### src/rtl/adc_sample_averager.sv
// Averages fixed windows of 2^LOG2_N ADC conversion results and publishes
// the rounded mean plus the window minimum and maximum once per window.
module adc_sample_averager #(
    parameter int DATA_W = 8,
    parameter int LOG2_N = 3
) (
    input  logic              clk,
    input  logic              rst,
    input  logic [DATA_W-1:0] sample,
    input  logic              sample_valid,
    input  logic              clear,
    output logic [DATA_W-1:0] avg,
    output logic [DATA_W-1:0] avg_min,
    output logic [DATA_W-1:0] avg_max,
    output logic              avg_valid,
    output logic [LOG2_N-1:0] fill
);

    localparam int ACC_W = DATA_W + LOG2_N;
    localparam int SUM_W = ACC_W + 1;
    localparam logic [LOG2_N-1:0] FILL_LAST = '1;
    localparam logic [SUM_W-1:0]  HALF      = SUM_W'(2 ** (LOG2_N - 1));

    logic [ACC_W-1:0]  acc;
    logic [DATA_W-1:0] run_min;
    logic [DATA_W-1:0] run_max;
    logic [DATA_W-1:0] next_min;
    logic [DATA_W-1:0] next_max;
    logic [DATA_W-1:0] rounded;
    logic [SUM_W-1:0]  sum;
    logic              completes;

    // Fold the incoming sample into the running statistics; sum is one bit
    // wider than acc so the rounding constant can never wrap.
    always_comb begin
        next_min  = (sample < run_min) ? sample : run_min;
        next_max  = (sample > run_max) ? sample : run_max;
        sum       = {1'b0, acc} + SUM_W'(sample) + HALF;
        rounded   = DATA_W'(sum >> LOG2_N);
        completes = sample_valid && (fill == FILL_LAST);
    end

    always_ff @(posedge clk) begin
        if (!rst) begin
            acc       <= '0;
            fill      <= '0;
            run_min   <= '1;
            run_max   <= '0;
            avg       <= '0;
            avg_min   <= '0;
            avg_max   <= '0;
            avg_valid <= 1'b0;
        end else begin
            avg_valid <= 1'b0;
            // A coincident sample starts the fresh window rather than completing the old one.
            if (clear) begin
                if (sample_valid) begin
                    acc     <= ACC_W'(sample);
                    fill    <= LOG2_N'(1);
                    run_min <= sample;
                    run_max <= sample;
                end else begin
                    acc     <= '0;
                    fill    <= '0;
                    run_min <= '1;
                    run_max <= '0;
                end
            end else if (completes) begin
                avg       <= rounded;
                avg_min   <= next_min;
                avg_max   <= next_max;
                avg_valid <= 1'b1;
                acc       <= '0;
                fill      <= '0;
                run_min   <= '1;
                run_max   <= '0;
            end else if (sample_valid) begin
                acc     <= acc + ACC_W'(sample);
                fill    <= fill + LOG2_N'(1);
                run_min <= next_min;
                run_max <= next_max;
            end
        end
    end

endmodule

### config.mk
export PLATFORM = sky130hd
export DESIGN_NAME = adc_sample_averager
export DESIGN_NICKNAME = d
export VERILOG_FILES = /design/src/rtl/adc_sample_averager.sv
export SDC_FILE = /design/constraint.sdc
export NUM_CORES = 1
export LEC_CHECK = 0
export BUFFER_PORTS_ARGS = -buffer_cell sky130_fd_sc_hd__buf_2
export CAP_MARGIN = 30
export CORE_ASPECT_RATIO = 1.4
export CORE_MARGIN = 8
export CORE_UTILIZATION = 40
export CTS_CLUSTER_DIAMETER = 120
export DETAILED_ROUTE_END_ITERATION = 10
export GPL_TIMING_DRIVEN = 0
export PLACE_DENSITY = 0.59
export SETUP_SLACK_MARGIN = 0.3
export SYNTH_ARGS = -nofsm -noshare
export SYNTH_HDL_FRONTEND = slang
export SYNTH_SLANG_ARGS = --single-unit
### constraint.sdc
create_clock -name clk -period 3.8 [get_ports clk]
set_clock_uncertainty 0.2 [all_clocks]
set_input_delay 0.76 -clock clk [delete_from_list [all_inputs] [get_ports clk]]
set_output_delay 0.76 -clock clk [all_outputs]
set_load 0.02 [all_outputs]
# Yosys cells after proc, flatten, opt, wreduce, memory -nomap -nowiden
# Cells that the tools add are included.
[totals] reg_bits=55 latch_bits=0 mem_bits_rw=0 rom_bits=0 inputBits=12 output_inout_bits=28 n_memories=0
[classes] add_sub_neg=4 n_mul=0 n_div=0 n_lt_le_gt_ge=2 n_eq_ne=1 shift=0 mux=19 n_bitwise=2 n_reduce_logical=4
[ops] cell="$mux W8" n=11
[ops] cell="$mux W11" n=3
[ops] cell="$add A11 B8 Y11" n=2
[ops] cell="$add A11 B3 Y11 const B" n=1
[ops] cell="$mux W3" n=3
[ops] cell="$gt A8 B8 Y1" n=1
[ops] cell="$lt A8 B8 Y1" n=1
[ops] cell="$add A3 B1 Y3 const B" n=1
[ops] cell="$eq A3 B3 Y1 const B" n=1
[ops] cell="$reduce_bool A3 Y1" n=1
[ops] cell="$mux W1" n=2
[ops] cell="$not A1 Y1" n=2
[ops] cell="$reduce_and A2 Y1" n=1
[ops] cell="$reduce_or A2 Y1" n=1
[ops] cell="$logic_and A1 B1 Y1" n=1

# Longest topological paths before layout
[depth] ltp_word=5 depth_mapped=8 mapped_depth_nobuf=8

# Worst setup path before layout
# OpenSTA, ideal clock, no wires.
[synth_path] kind="input to register" start="input port sample[3]" end="register avg[4]" arrival_ns=2.491 required_time_ns=3.478 setup_slack_ns=0.987 path_stages=7 n_path_buf=0 cell_sequence="ha_1 inv_1 fa_1 a2111oi_4 o31ai_1 mux2i_1 a311o_1"
[synth_via] elab_chain_cells=2
[synth_rtl] item="start, declared" line="9" rtl="input logic [DATA_W-1:0] sample,"
[synth_rtl] item="$add A11 B8 Y11" line="38" rtl="sum = {1'b0, acc} + SUM_W'(sample) + HALF;"
[synth_rtl] item="$add A11 B3 Y11" line="38"
[synth_rtl] item="end signal, assigned" line="69" rtl="avg <= rounded;"
[synth_rtl] item="end, declared" line="12" rtl="output logic [DATA_W-1:0] avg,"
# Every way passes these cells.
# A chain may end at the register's enable or synchronous reset.

# Worst setup path in the final report
[layout_path] start="input port sample[1]" end="register avg[6]"
# The elaborated chain is that of the path after synthesis.

==> run summary <==
The flow ran to the end, and the final reports show no timing, DRC or antenna violations. Summed over all nets, the half-perimeter wirelength after detailed placement is 8969 µm. The detailed router placed 3696 vias in this run. For this run the aggregate overflow at the end of global routing stands at 0.

After synthesis the netlist holds a flip-flop and latch count of 55. The share of flip-flops with an asynchronous set or reset after synthesis came out at 0%. The final routed DRC violation total came out at 0.

The share of synthesized area occupied by flip-flops and latches was 29.65%; the number of max-cap violations was 0. In the synthesized netlist, the number of instances is 453. The tools report the internal portion of total power as 0.0009606 W. The clock reaches the later pin of the worst-skew pair after 0.30 ns.

Of the total synthesized cell area, the portion taken by AND, OR, NAND and NOR gates is 16.64%. The run gives 3.81 ns as the required arrival time at the worst endpoint. The core area is 9029 µm². For this run, the number of Yosys warnings is 0.

The number of instances resized during post-cts repair is 0, and the compound-cell area share of the yosys netlist is 30.02%. After synthesis, the largest family of logic cells by area is compound AO/OA/AOI/OAI gates. Compared with the post-synthesis result, the final layout area differs by 12.90%. Combinational logic is responsible for 22.7% of the overall power. Setup repair after global routing left no endpoint under its margin.

The worst-margin pin slew was 0.6981 ns; the final setup violation count was 0. The count of routing violations after the opening detailed-route iteration is 263, and the clock edge transition at the registers on the reported setup and hold paths is 0.08 ns. The startpoint-to-endpoint class of the critical path is input port to flip-flop. The run gives 0.8515 as the final weighted congestion in routability-driven placement. Once layout is complete, the cells apart from fillers number 607.

The pin count of the biggest net entering global routing was 20; the clock period minus worst slack was 3.018 ns. The average instance in the mapped netlist occupies 8.198 µm². The die covers 12670 µm².

The tools report the number of endpoints with negative hold slack in the final report as 0. The worst hold path passes through 2 cells. The net count of the mapped netlist came out at 504. The routed length per placed instance was 19.65 µm; the deepest level of the CTS H-tree was 2. The critical path ends at avg[6]. After filler insertion, the fill cell instance count of the layout stands at 954. After routing, the total negative slack on setup checks comes to 0 ns. In this run the cell area of the synthesized design comes to 3714 µm². The number of antenna diodes is 0, and the combined global-route utilization of all metal layers is 18.62%. The number of placed instances, taps included, is 599. Counting flops with a built-in enable in the synthesized netlist gives 0. The beginning of the worst register-to-register path was fill[0]. The worst min-delay path class is flip-flop to flip-flop. For the clock network power share, the log shows 34.5%.

In this run the critical register-to-register path is captured at avg_max[3]. The maximum root-to-sink buffer count is 2. The final critical path takes up 79.42% of the cycle. The first global-routing pass estimated 19100 µm of wire.

The floorplan has 41 rows. The most critical setup path has its startpoint at sample[1]. The final layout contains routed wiring with a total length of 11930 µm.

After Yosys synthesis, full adders, half adders and majority gates account for 14.35% of the synthesized area. The setup check on the worst reg-to-reg path leaves a slack of 1.09 ns. The remaining max-slew budget at the tightest pin is 53.46%, and the vertical extent of the die is 130.0 µm. The switching part of the total came out at 32.72%.

The initial antenna violation count is 0, and the remaining antenna violation count is 0. Buffers added to address setup during post-CTS repair amount to 0. The number of cells traversed by the worst register-to-register path came out at 8. The run gives 0 as the final number of max-transition violations.

Hold is met by 0.2589 ns. The first TritonRoute pass finished after 5 iterations. The peak fanout along the critical path is 9, and the highest clock frequency the design can meet is 331.3 MHz. The count of input and output buffers is 39. Of the post-synthesis cell area, the part taken by muxes is 0.5391%. Summed over all cells, the static leakage comes to 1.774 nW. The worst setup path is launched from an input port. Width of the die: 97.44 µm. The tools report the number of hold buffers added after CTS as 0. The starting utilization of the core area is 41.13%, and the number of nets in the layout is 550. The post-route netlist has 13.00% of its cells at a drive strength greater than 1. Distinct cell type count of the synthesized netlist: 58. Clock tree synthesis selected as its root buffer the cell clkbuf_16. The run gives 42.8% as the sequential share of power.

Using the TritonRoute via totals, the vias-per-cell ratio works out to 6.089. The run gives 40 as the total I/O pin count. The number of clock sinks seen by CTS came out at 55. TritonCTS built the clock tree.

IR analysis of the VDD net gives a maximum drop of 0.0001926 V. The net switching power was 0.0004672 W; the worst endpoint data arrival time was 3.03 ns. Of the total synthesized cell area, the portion taken by XOR and XNOR cells is 1.887%. The total power density per cell area was 340.6 nW/µm².

Prevailing post-synth register cell: dfxtp_1. The clock buffer count from CTS was 5. The via count of the first global-routing pass is 3698.

The critical path endpoint category was a flip-flop.
-- metrics by stage --
| stage | power, W | util [%] | setup WS [ns] | instance area [µm²] |
|---|---|---|---|---|
| final | 0.001428 | 46.44 | 0.7819 | 4193 |
| after global routing | 0.001492 | 46.44 | 0.6716 | 4193 |
| after floorplan | 0.0008515 | - | 0.9871 | 3714 |
| after detailed placement | 0.0009445 | 44.78 | 0.4537 | 4043 |
| after global placement | 0.0009395 | 44.78 | 0.4508 | 4043 |
| after CTS | 0.001433 | 46.44 | 0.7716 | 4193 |
-- cell families (layout without fill, tap and decap cells) --
logic type / after synthesis / after routing
flip-flops: 55 / 55
AND/OR/NAND/NOR: 124 / 124
adder cells (fa/ha/maj): 39 / 39
XOR/XNOR: 8 / 8
buffers and inverters: 66 / 113
AO/OA/AOI/OAI: 159 / 159
multiplexers: 2 / 2
-- worst min-delay path by stage --
stage	startpoint	end	slack [ns]
global route	avg[0]	avg[0]	0.28
detailed placement	run_min[0]	run_min[0]	0.25
global placement	avg[0]	avg[0]	0.24
finish	avg[0]	avg[0]	0.26
CTS	run_min[0]	run_min[0]	0.26
floorplan	run_min[0]	run_min[0]	0.23
-- Yosys cell counts (3+ instances only) --
cell,number,share of area (%)
nor4_1,7,1.2
nand2_1,33,3.3
a21oi_1,23,3.1
and2_1,6,1.0
o21ai_1,11,1.5
nor2b_1,4,0.67
clkbuf_1,20,2.0
ha_1,33,11
xor2_1,3,0.71
fa_1,6,3.2
a21o_1,3,0.61
o211ai_1,4,0.81
nor2_1,24,2.4
nand4_1,5,0.84
or2_1,4,0.67
nand3_1,16,2.2
and3_1,5,0.84
dfxtp_1,55,30
a31oi_1,18,3.0
o31ai_1,8,1.6
o21ai_0,26,3.5
nand2b_1,5,0.84
a211oi_1,19,3.8
a22oi_1,6,1.2
a311o_1,3,0.81
buf_2,7,0.94
inv_1,37,3.7
o22ai_1,5,0.84
nor3_1,8,1.1
xnor2_1,5,1.2
a32oi_1,8,1.9
o21a_1,4,0.81
-- worst max-delay path: stages --
cell and delay, ns:
buf_2 0.26, ha_1 0.20, inv_1 0.05, fa_1 0.47
nand2_1 0.09, a2111oi_4 0.52, o2111ai_1 0.25, and2_1 0.22
a31o_1 0.20
-- layer usage --
layer | vias up | part of all wire [%] | GRT usage [%]
met3 | 30 | 4.7 | 2.909
met5 | - | 0 | 0
met1 | 1788 | 41 | 20.86
li1 | 1765 | - | -
met4 | 0 | 4.6 | 10.73
met2 | 113 | 50 | 32.92
-- state kept, by name, summed over array words and instances (netlist names) --
name       flops
acc           11
avg            8
avg_max        8
avg_min        8
avg_valid      1
fill           3
run_max        8
run_min        8
-- cell usage in the layout, fill, tap and decap left out, types with 7 or more instances in the layout --
cell	instances
dfxtp_1	55
a21oi_1	23
inv_1	37
nand2_1	33
a31oi_1	18
buf_2	46
nor4_1	7
o21ai_1	11
ha_1	33
o21ai_0	26
a211oi_1	19
nor3_1	8
clkbuf_1	20
o31ai_1	8
nand3_1	16
a32oi_1	8
nor2_1	24
-- area by class of cell --
| class | count | area, µm² | share of cell area (%) |
|---|---|---|---|
| Buffer | 27 | 110.1 | 2.626 |
| Clock buffer | 5 | 125.1 | 2.984 |
| Clock inverter | 3 | 25.02 | 0.5968 |
| Inverter | 39 | 146.4 | 3.491 |
| Multi-Input combinational cell | 332 | 2356 | 56.19 |
| Sequential cell | 55 | 1101 | 26.26 |
| Tap cell | 107 | 133.9 | 3.193 |
| Timing Repair Buffer | 39 | 195.2 | 4.655 |
-- power by group through the flow --
| stage | sequential, W | clock, W | combinational (W) |
|---|---|---|---|
| floorplan | 0.000621 | 0 | 0.000231 |
| global placement | 0.000623 | 0 | 0.000316 |
| detailed placement | 0.000624 | 0 | 0.000321 |
| CTS | 0.000610 | 0.000500 | 0.000323 |
| global route | 0.000613 | 0.000518 | 0.000361 |
| finish | 0.000610 | 0.000493 | 0.000324 |
(Power assumes the default switching activity.)
